## config.mk

```make
export PLATFORM = sky130hd
export DESIGN_NAME = imm_gen_stage
export DESIGN_NICKNAME = d
export VERILOG_FILES = /design/src/rtl/imm_gen_stage_pkg.sv /design/src/rtl/imm_gen_stage_core.sv /design/src/rtl/imm_gen_stage.sv
export SDC_FILE = /design/constraint.sdc
export NUM_CORES = 1
export LEC_CHECK = 0
export CORE_ASPECT_RATIO = 1.1
export CORE_MARGIN = 4
export CORE_UTILIZATION = 30
export DETAILED_ROUTE_END_ITERATION = 8
export PLACE_DENSITY_LB_ADDON = 0.05
export SYNTH_ARGS = -nofsm -noshare
export SYNTH_HDL_FRONTEND = slang
export SYNTH_SLANG_ARGS = --single-unit
```

## constraint.sdc

```tcl
create_clock -name i_clk -period 2.2 [get_ports i_clk]
set_input_delay 0.44 -clock i_clk [delete_from_list [all_inputs] [get_ports i_clk]]
set_output_delay 0.44 -clock i_clk [all_outputs]
set_load 0.05 [all_outputs]
```

## src/rtl/imm_gen_stage_pkg.sv

```systemverilog
// Shared constants for the immediate-generation stage: XLEN width codes,
// immediate type codes, RV opcodes and a PC-relative opcode helper.
package imm_gen_stage_pkg;

    localparam logic [1:0] XLEN_32b = 2'd1;
    localparam logic [1:0] XLEN_64b = 2'd2;

    typedef enum logic [2:0] {
        IMM_I    = 3'd0,
        IMM_S    = 3'd1,
        IMM_B    = 3'd2,
        IMM_U    = 3'd3,
        IMM_J    = 3'd4,
        IMM_Z    = 3'd5,
        IMM_SH   = 3'd6,
        IMM_NONE = 3'd7
    } imm_type_e;

    localparam logic [6:0] OPC_LUI       = 7'b0110111;
    localparam logic [6:0] OPC_AUIPC     = 7'b0010111;
    localparam logic [6:0] OPC_JAL       = 7'b1101111;
    localparam logic [6:0] OPC_JALR      = 7'b1100111;
    localparam logic [6:0] OPC_BRANCH    = 7'b1100011;
    localparam logic [6:0] OPC_LOAD      = 7'b0000011;
    localparam logic [6:0] OPC_STORE     = 7'b0100011;
    localparam logic [6:0] OPC_OP_IMM    = 7'b0010011;
    localparam logic [6:0] OPC_OP_IMM_32 = 7'b0011011;
    localparam logic [6:0] OPC_SYSTEM    = 7'b1110011;

    // Opcodes whose result needs pc+imm precomputed.
    function automatic logic is_pc_rel(input logic [6:0] opc);
        return (opc == OPC_AUIPC) || (opc == OPC_JAL) || (opc == OPC_BRANCH);
    endfunction

endpackage

```

## src/rtl/imm_gen_stage_core.sv

```systemverilog
// Combinational immediate decoder: classifies the opcode and builds the
// W-bit immediate, shift-arith flag and illegal-encoding flag.
module imm_expand_core
    import imm_gen_stage_pkg::*;
#(
    parameter int W = 64
) (
    input  logic [31:0]  instr_i,
    output logic [W-1:0] imm_o,
    output imm_type_e    type_o,
    output logic         shift_arith_o,
    output logic         illegal_o
);

    logic [6:0] opcode_s;
    logic       is_shift_s;
    logic       wide_shamt_s;

    assign opcode_s   = instr_i[6:0];
    assign is_shift_s = (instr_i[14:12] == 3'b001) || (instr_i[14:12] == 3'b101);

    // Classify the immediate type and detect unsupported encodings.
    always_comb begin
        type_o       = IMM_NONE;
        illegal_o    = 1'b0;
        wide_shamt_s = 1'b0;
        case (opcode_s)
            OPC_LUI, OPC_AUIPC: type_o = IMM_U;
            OPC_JAL:            type_o = IMM_J;
            OPC_JALR, OPC_LOAD: type_o = IMM_I;
            OPC_STORE:          type_o = IMM_S;
            OPC_BRANCH:         type_o = IMM_B;
            OPC_OP_IMM: begin
                if (is_shift_s) begin
                    type_o       = IMM_SH;
                    wide_shamt_s = (W == 64);
                    // 5-bit shamt forms reserve bit 25
                    illegal_o    = (W != 64) && instr_i[25];
                end else begin
                    type_o = IMM_I;
                end
            end
            OPC_OP_IMM_32: begin
                if (is_shift_s) begin
                    type_o    = IMM_SH;
                    illegal_o = instr_i[25];
                end else begin
                    type_o = IMM_I;
                end
                // word ops only exist on a 64-bit datapath
                illegal_o = illegal_o | (W != 64);
            end
            OPC_SYSTEM: begin
                if (instr_i[14]) begin
                    type_o = IMM_Z;
                end else begin
                    type_o = IMM_NONE;
                end
            end
            default: begin
                type_o    = IMM_NONE;
                illegal_o = 1'b1;
            end
        endcase
    end

    // Assemble the extended immediate for the decoded type.
    always_comb begin
        imm_o         = {W{1'b0}};
        shift_arith_o = 1'b0;
        case (type_o)
            IMM_I:  imm_o = W'($signed(instr_i[31:20]));
            IMM_S:  imm_o = W'($signed({instr_i[31:25], instr_i[11:7]}));
            IMM_B:  imm_o = W'($signed({instr_i[31], instr_i[7], instr_i[30:25],
                                        instr_i[11:8], 1'b0}));
            IMM_J:  imm_o = W'($signed({instr_i[31], instr_i[19:12], instr_i[20],
                                        instr_i[30:21], 1'b0}));
            IMM_U:  imm_o = W'($signed({instr_i[31:12], 12'h000}));
            IMM_Z:  imm_o = W'(instr_i[19:15]);
            IMM_SH: begin
                shift_arith_o = instr_i[30];
                if (wide_shamt_s) begin
                    imm_o = W'(instr_i[25:20]);
                end else begin
                    imm_o = W'(instr_i[24:20]);
                end
            end
            default: imm_o = {W{1'b0}};
        endcase
    end

endmodule

```

## src/rtl/imm_gen_stage.sv

```systemverilog
// Registered immediate-generation stage: decodes on the input side,
// precomputes pc+imm and stores results in a 2-entry skid buffer.
module imm_gen_stage
    import imm_gen_stage_pkg::*;
#(
    parameter logic [1:0] XLEN = XLEN_64b,
    localparam int        W    = 1 << (32'(XLEN) + 4)
) (
    input  logic         i_clk,
    input  logic         i_rst_n,
    input  logic         i_flush,
    input  logic         i_valid,
    output logic         o_ready,
    input  logic [31:0]  i_instr,
    input  logic [W-1:0] i_pc,
    output logic         o_valid,
    input  logic         i_ready,
    output logic [W-1:0] o_imm,
    output logic [2:0]   o_imm_type,
    output logic [W-1:0] o_target,
    output logic         o_shift_arith,
    output logic         o_illegal
);

    typedef struct packed {
        logic [W-1:0] imm;
        logic [W-1:0] target;
        logic [2:0]   imm_type;
        logic         shift_arith;
        logic         illegal;
    } entry_t;

    logic [W-1:0] imm_s;
    imm_type_e    type_s;
    logic         shift_arith_s;
    logic         illegal_s;
    entry_t       new_s;
    logic         push_s;
    logic         pop_s;

    // out_q is the head shown on the outputs; skid_q holds the second entry.
    logic [1:0]   count_q, count_d;
    entry_t       out_q, out_d;
    entry_t       skid_q, skid_d;

    imm_expand_core #(.W(W)) u_core (
        .instr_i       (i_instr),
        .imm_o         (imm_s),
        .type_o        (type_s),
        .shift_arith_o (shift_arith_s),
        .illegal_o     (illegal_s)
    );

    assign o_ready = (count_q != 2'd2);
    assign o_valid = (count_q != 2'd0);
    assign push_s  = i_valid && o_ready;
    assign pop_s   = o_valid && i_ready;

    // Package the decoded instruction with its precomputed branch target.
    always_comb begin
        new_s.imm         = imm_s;
        new_s.imm_type    = type_s;
        new_s.shift_arith = shift_arith_s;
        new_s.illegal     = illegal_s;
        if (is_pc_rel(i_instr[6:0])) begin
            new_s.target = i_pc + imm_s;
        end else begin
            new_s.target = {W{1'b0}};
        end
    end

    // Next state of the skid buffer for push/pop/flush.
    always_comb begin
        count_d = count_q;
        out_d   = out_q;
        skid_d  = skid_q;
        if (i_flush) begin
            count_d = 2'd0;
        end else begin
            case (count_q)
                2'd0: begin
                    if (push_s) begin
                        out_d   = new_s;
                        count_d = 2'd1;
                    end else begin
                        count_d = 2'd0;
                    end
                end
                2'd1: begin
                    if (push_s && pop_s) begin
                        out_d = new_s;
                    end else if (push_s) begin
                        skid_d  = new_s;
                        count_d = 2'd2;
                    end else if (pop_s) begin
                        count_d = 2'd0;
                    end else begin
                        count_d = 2'd1;
                    end
                end
                2'd2: begin
                    if (pop_s) begin
                        out_d   = skid_q;
                        count_d = 2'd1;
                    end else begin
                        count_d = 2'd2;
                    end
                end
                default: count_d = 2'd0;
            endcase
        end
    end

    // Buffer state registers with asynchronous clear.
    always_ff @(posedge i_clk or negedge i_rst_n) begin
        if (!i_rst_n) begin
            count_q <= 2'd0;
            out_q   <= '0;
            skid_q  <= '0;
        end else begin
            count_q <= count_d;
            out_q   <= out_d;
            skid_q  <= skid_d;
        end
    end

    assign o_imm         = out_q.imm;
    assign o_imm_type    = out_q.imm_type;
    assign o_target      = out_q.target;
    assign o_shift_arith = out_q.shift_arith;
    assign o_illegal     = out_q.illegal;

endmodule

```

==> qor.csv <==
metric,value,unit
Comb pwr share,29.6,%
max_slew headroom,24.6,%
RSZ-0062 raised after global routing,true,
number of global-route vias before repair,14700,
total nets after synthesis,1785,
max-slew violations,0,
Top Family by Delay on Critical Path,compound AO/OA/AOI/OAI gates,
GRT Resource Usage Total,22.6,%
layout cell share with drive strength beyond 1,42.1,%
Yosys reg bits,204,
top_reg_cell synth,dfrtp_1,
P_sw,0.00390,W
Detailed Route WL,57000,um
number of flops mapped to enable cells by yosys,0,
via count,14400,
standard-cell rows,80,
Root Driver,clkbuf_16,
critical path peak fanout,8,
worst-skew pair later-pin latency,540,ps
Worst Tran Pin Value,1130,ps
final worst slack,-2200,ps
CTS buffer count,24,
failing checks,negative setup slack,
IO Port Bufs,235,
Post-Syn Area,13400,um2
Synth Area per Inst,8.12,um2
CORE AREA,43700,um2
FMAX,228,MHz
H-tree Lvls,1,
Final Wtd Congestion,0.916,
status,finished with violations,
"Cell Chain, Critical Path",buf_8 -> buf_6 -> o21bai_4 -> o2111ai_4 -> and2_4 -> a2111oi_4 -> nand3_4 -> a21boi_4 -> buf_12 -> a21oi_4 -> inv_2 -> ha_4 -> o21a_1 -> a21oi_2 -> o22ai_4 -> or4_4 -> o221ai_4 -> nand2_4 -> buf_12 -> nor2_4 -> a31oi_4 -> o31ai_4 -> mux2_4,
Layout area overhead,75.7,%
Cells after Synth,1649,
DR DRC count,0,
Worst setup SP type,primary input,
DIE WIDTH,209,um
CP max stage cell,or4_4,
clk slew on worst S/H paths,60,ps
PwrDens,505,nW/um2
Synth warnings,0,
ys async rst share,100,%
unique cell type count in the Yosys netlist,95,
total congestion overflow,0,
total power,0.0119,W
Flop pwr share,35.1,%
fin crit share,200,%
Max Buffers Root-to-Sink,3,
switching share of total power,32.9,%
Final Net Count,2381,
Critical Path End Type,flip-flop,
largest net degree at the start of global routing,96,
Clk pwr share,35.3,%
"Req. time, crit path",2680,ps
die area,48100,um2
Die H,230,um
"Seq/Total Area, Yosys",38.1,%
DR vias/cell,5.09,
initial DRC count,795,
CTS tree,yes,
Final Hold Fails,0,
WP data arrival,4870,ps
"slowest stage delay, CP",550,ps
Diodes inserted,0,
max-cap violation count,0,
# IOs,236,
Lkg Pwr,10.4,nW
R2R Setup Slk,-60,ps
total clock sinks,204,
WL per Instance,20.1,um
drt pass-1 iters,5,
critical path type,in -> reg,
Initial Util,30.6,%
clock skew,6.79,ps
Max VDD drop,658,uV
Setup TNS,-226950,ps
Hold Path Class,in -> async,
antenna violation net count after detailed routing,0,
first-pass GRT wire length,86700,um
# setup viols final,138,
Final Critical Period,4400,ps
Most common cell on crit path,buf_12,
Int Power,0.00798,W
WP buf/inv,5,
hpwl dp,44000,um
initial antenna violation count,0,
state kept, by name, indices dropped and copies added (netlist names):
register,count
o_target,64
o_imm,32
o_illegal,1
count_q,2
o_imm_type,3
skid_q,101
o_shift_arith,1
through the flow:
stage	hold slack, ps	std cells	setup WS [ps]	cell area, um2	utilization, %
final	433	2837	-2200	23500	53.8
after global routing	476	2837	-2380	23500	53.8
after CTS	441	2815	-2060	22400	51.2
after detailed placement	433	2733	-3750	19600	44.7
after global placement	444	2733	-3680	19600	44.7
after floorplan	144	1649	-2290	13700	-
layer usage:
| metal | routed length (um) | global-route usage (%) | part of all wire [%] | up-vias |
|---|---|---|---|---|
| met5 | 0 | 0 | 0 | - |
| met4 | 1600 | 6.26 | 2.8 | 0 |
| met3 | 2420 | 3.05 | 4.2 | 78 |
| met2 | 28300 | 39.5 | 50 | 325 |
| met1 | 24600 | 29.4 | 43 | 7061 |
| li1 | - | - | - | 6971 |
power by group through the flow:
stage                     logic (W)  registers, W  clock network [W]
final                       0.00351       0.00417            0.00420
after CTS                   0.00339       0.00417            0.00430
after global placement      0.00314       0.00423                  0
after detailed placement    0.00314       0.00424                  0
after global routing        0.00373       0.00420            0.00443
after floorplan             0.00101       0.00482                  0
cell usage in the layout, fill, tap and decap left out, drive strengths merged, types with 18 or more instances in the layout:
cell,instances
dlygate4sd2,25
clkbuf,38
clkdlybuf4s50,154
a21oi,130
a22o,19
or3,19
ha,34
buf,528
mux2i,20
nor3,36
inv,37
xnor2,42
nand2,291
o21ai,133
nand3,51
a31oi,36
dfrtp,204
xor2,25
nor2,174
and3,19
a21o,22
a221oi,18
nand4,18
area by class of cell:
| type | instances | area, um2 |
|---|---|---|
| tap | 574 | 718 |
| inverter | 37 | 146 |
| multi-input combinational | 1259 | 9870 |
| sequential | 204 | 5100 |
| timing repair buffer | 719 | 6850 |
| clock inverter | 8 | 105 |
| clock buffer | 36 | 726 |
| fill | 4066 | 20200 |
what timing repair did:
item,CTS,global route
hold endpoints to repair,39,0
hold buffers,1,0
cloned,1,0
resized for setup,410,219
pin swaps,160,205
buffers inserted,52,39
setup endpoints to repair,218,165
path summary, 6_finish.rpt:
path	depth (start not counted)	from	to
max	23	i_instr[2]	skid_q[63]$_DFFE_PN0P_
min	2	i_rst_n	o_imm[10]$_DFFE_PN0P_
max reg2reg	5	count_q[1]$_DFFE_PN0P_	o_target[62]$_DFFE_PN0P_
min reg2reg	2	skid_q[17]$_DFFE_PN0P_	skid_q[17]$_DFFE_PN0P_
max in group asynchronous	3	i_rst_n	skid_q[88]$_DFFE_PN0P_
min in group i_clk	2	skid_q[17]$_DFFE_PN0P_	skid_q[17]$_DFFE_PN0P_
cell families (layout without fill, tap and decap cells):
| logic type | count (synthesis) | after routing | share of synthesized area (%) |
|---|---|---|---|
| flip-flops | 204 | 204 | 38.1 |
| adder cells (fa/ha/maj) | 35 | 35 | 3.33 |
| AO/OA/AOI/OAI | 452 | 452 | 21.6 |
| multiplexers | 23 | 23 | 1.78 |
| XOR/XNOR | 67 | 67 | 4.44 |
| AND/OR/NAND/NOR | 682 | 682 | 23.2 |
| buffers and inverters | 186 | 800 | 7.48 |
cell usage after synthesis, types with 3 or more instances:
| master | count | area share (%) |
|---|---|---|
| and3_1 | 18 | 0.84 |
| inv_1 | 35 | 0.98 |
| xor2_1 | 25 | 1.6 |
| or3_1 | 16 | 0.75 |
| a21o_1 | 22 | 1.2 |
| nor4b_1 | 6 | 0.39 |
| clkbuf_1 | 84 | 2.4 |
| nand2_1 | 291 | 8.2 |
| buf_4 | 35 | 2.0 |
| a211oi_1 | 15 | 0.84 |
| ha_1 | 34 | 3.2 |
| or2_2 | 6 | 0.28 |
| o21bai_1 | 5 | 0.28 |
| nand3_1 | 49 | 1.8 |
| buf_1 | 8 | 0.22 |
| nor2_1 | 173 | 4.9 |
| a22oi_1 | 5 | 0.28 |
| dfrtp_1 | 204 | 38 |
| a221oi_1 | 18 | 1.2 |
| o21ai_0 | 131 | 4.9 |
| a22o_1 | 19 | 1.2 |
| a31oi_1 | 36 | 1.7 |
| nor4_1 | 15 | 0.70 |
| buf_2 | 5 | 0.19 |
| xnor2_1 | 41 | 2.7 |
| and2_1 | 9 | 0.42 |
| nand4_1 | 18 | 0.84 |
| o21a_1 | 7 | 0.39 |
| clkbuf_8 | 13 | 1.3 |
| and4_1 | 3 | 0.20 |
| nand2b_1 | 10 | 0.47 |
| or3_2 | 3 | 0.17 |
| nor3_1 | 36 | 1.3 |
| o31ai_1 | 14 | 0.79 |
| o211ai_1 | 8 | 0.45 |
| o22ai_1 | 5 | 0.23 |
| mux2i_1 | 20 | 1.5 |
| nor2b_1 | 5 | 0.23 |
| a21oi_1 | 129 | 4.8 |
| buf_6 | 4 | 0.34 |
| or4_1 | 5 | 0.28 |
| a211o_1 | 3 | 0.20 |
Power figures use the tool's default switching activity.
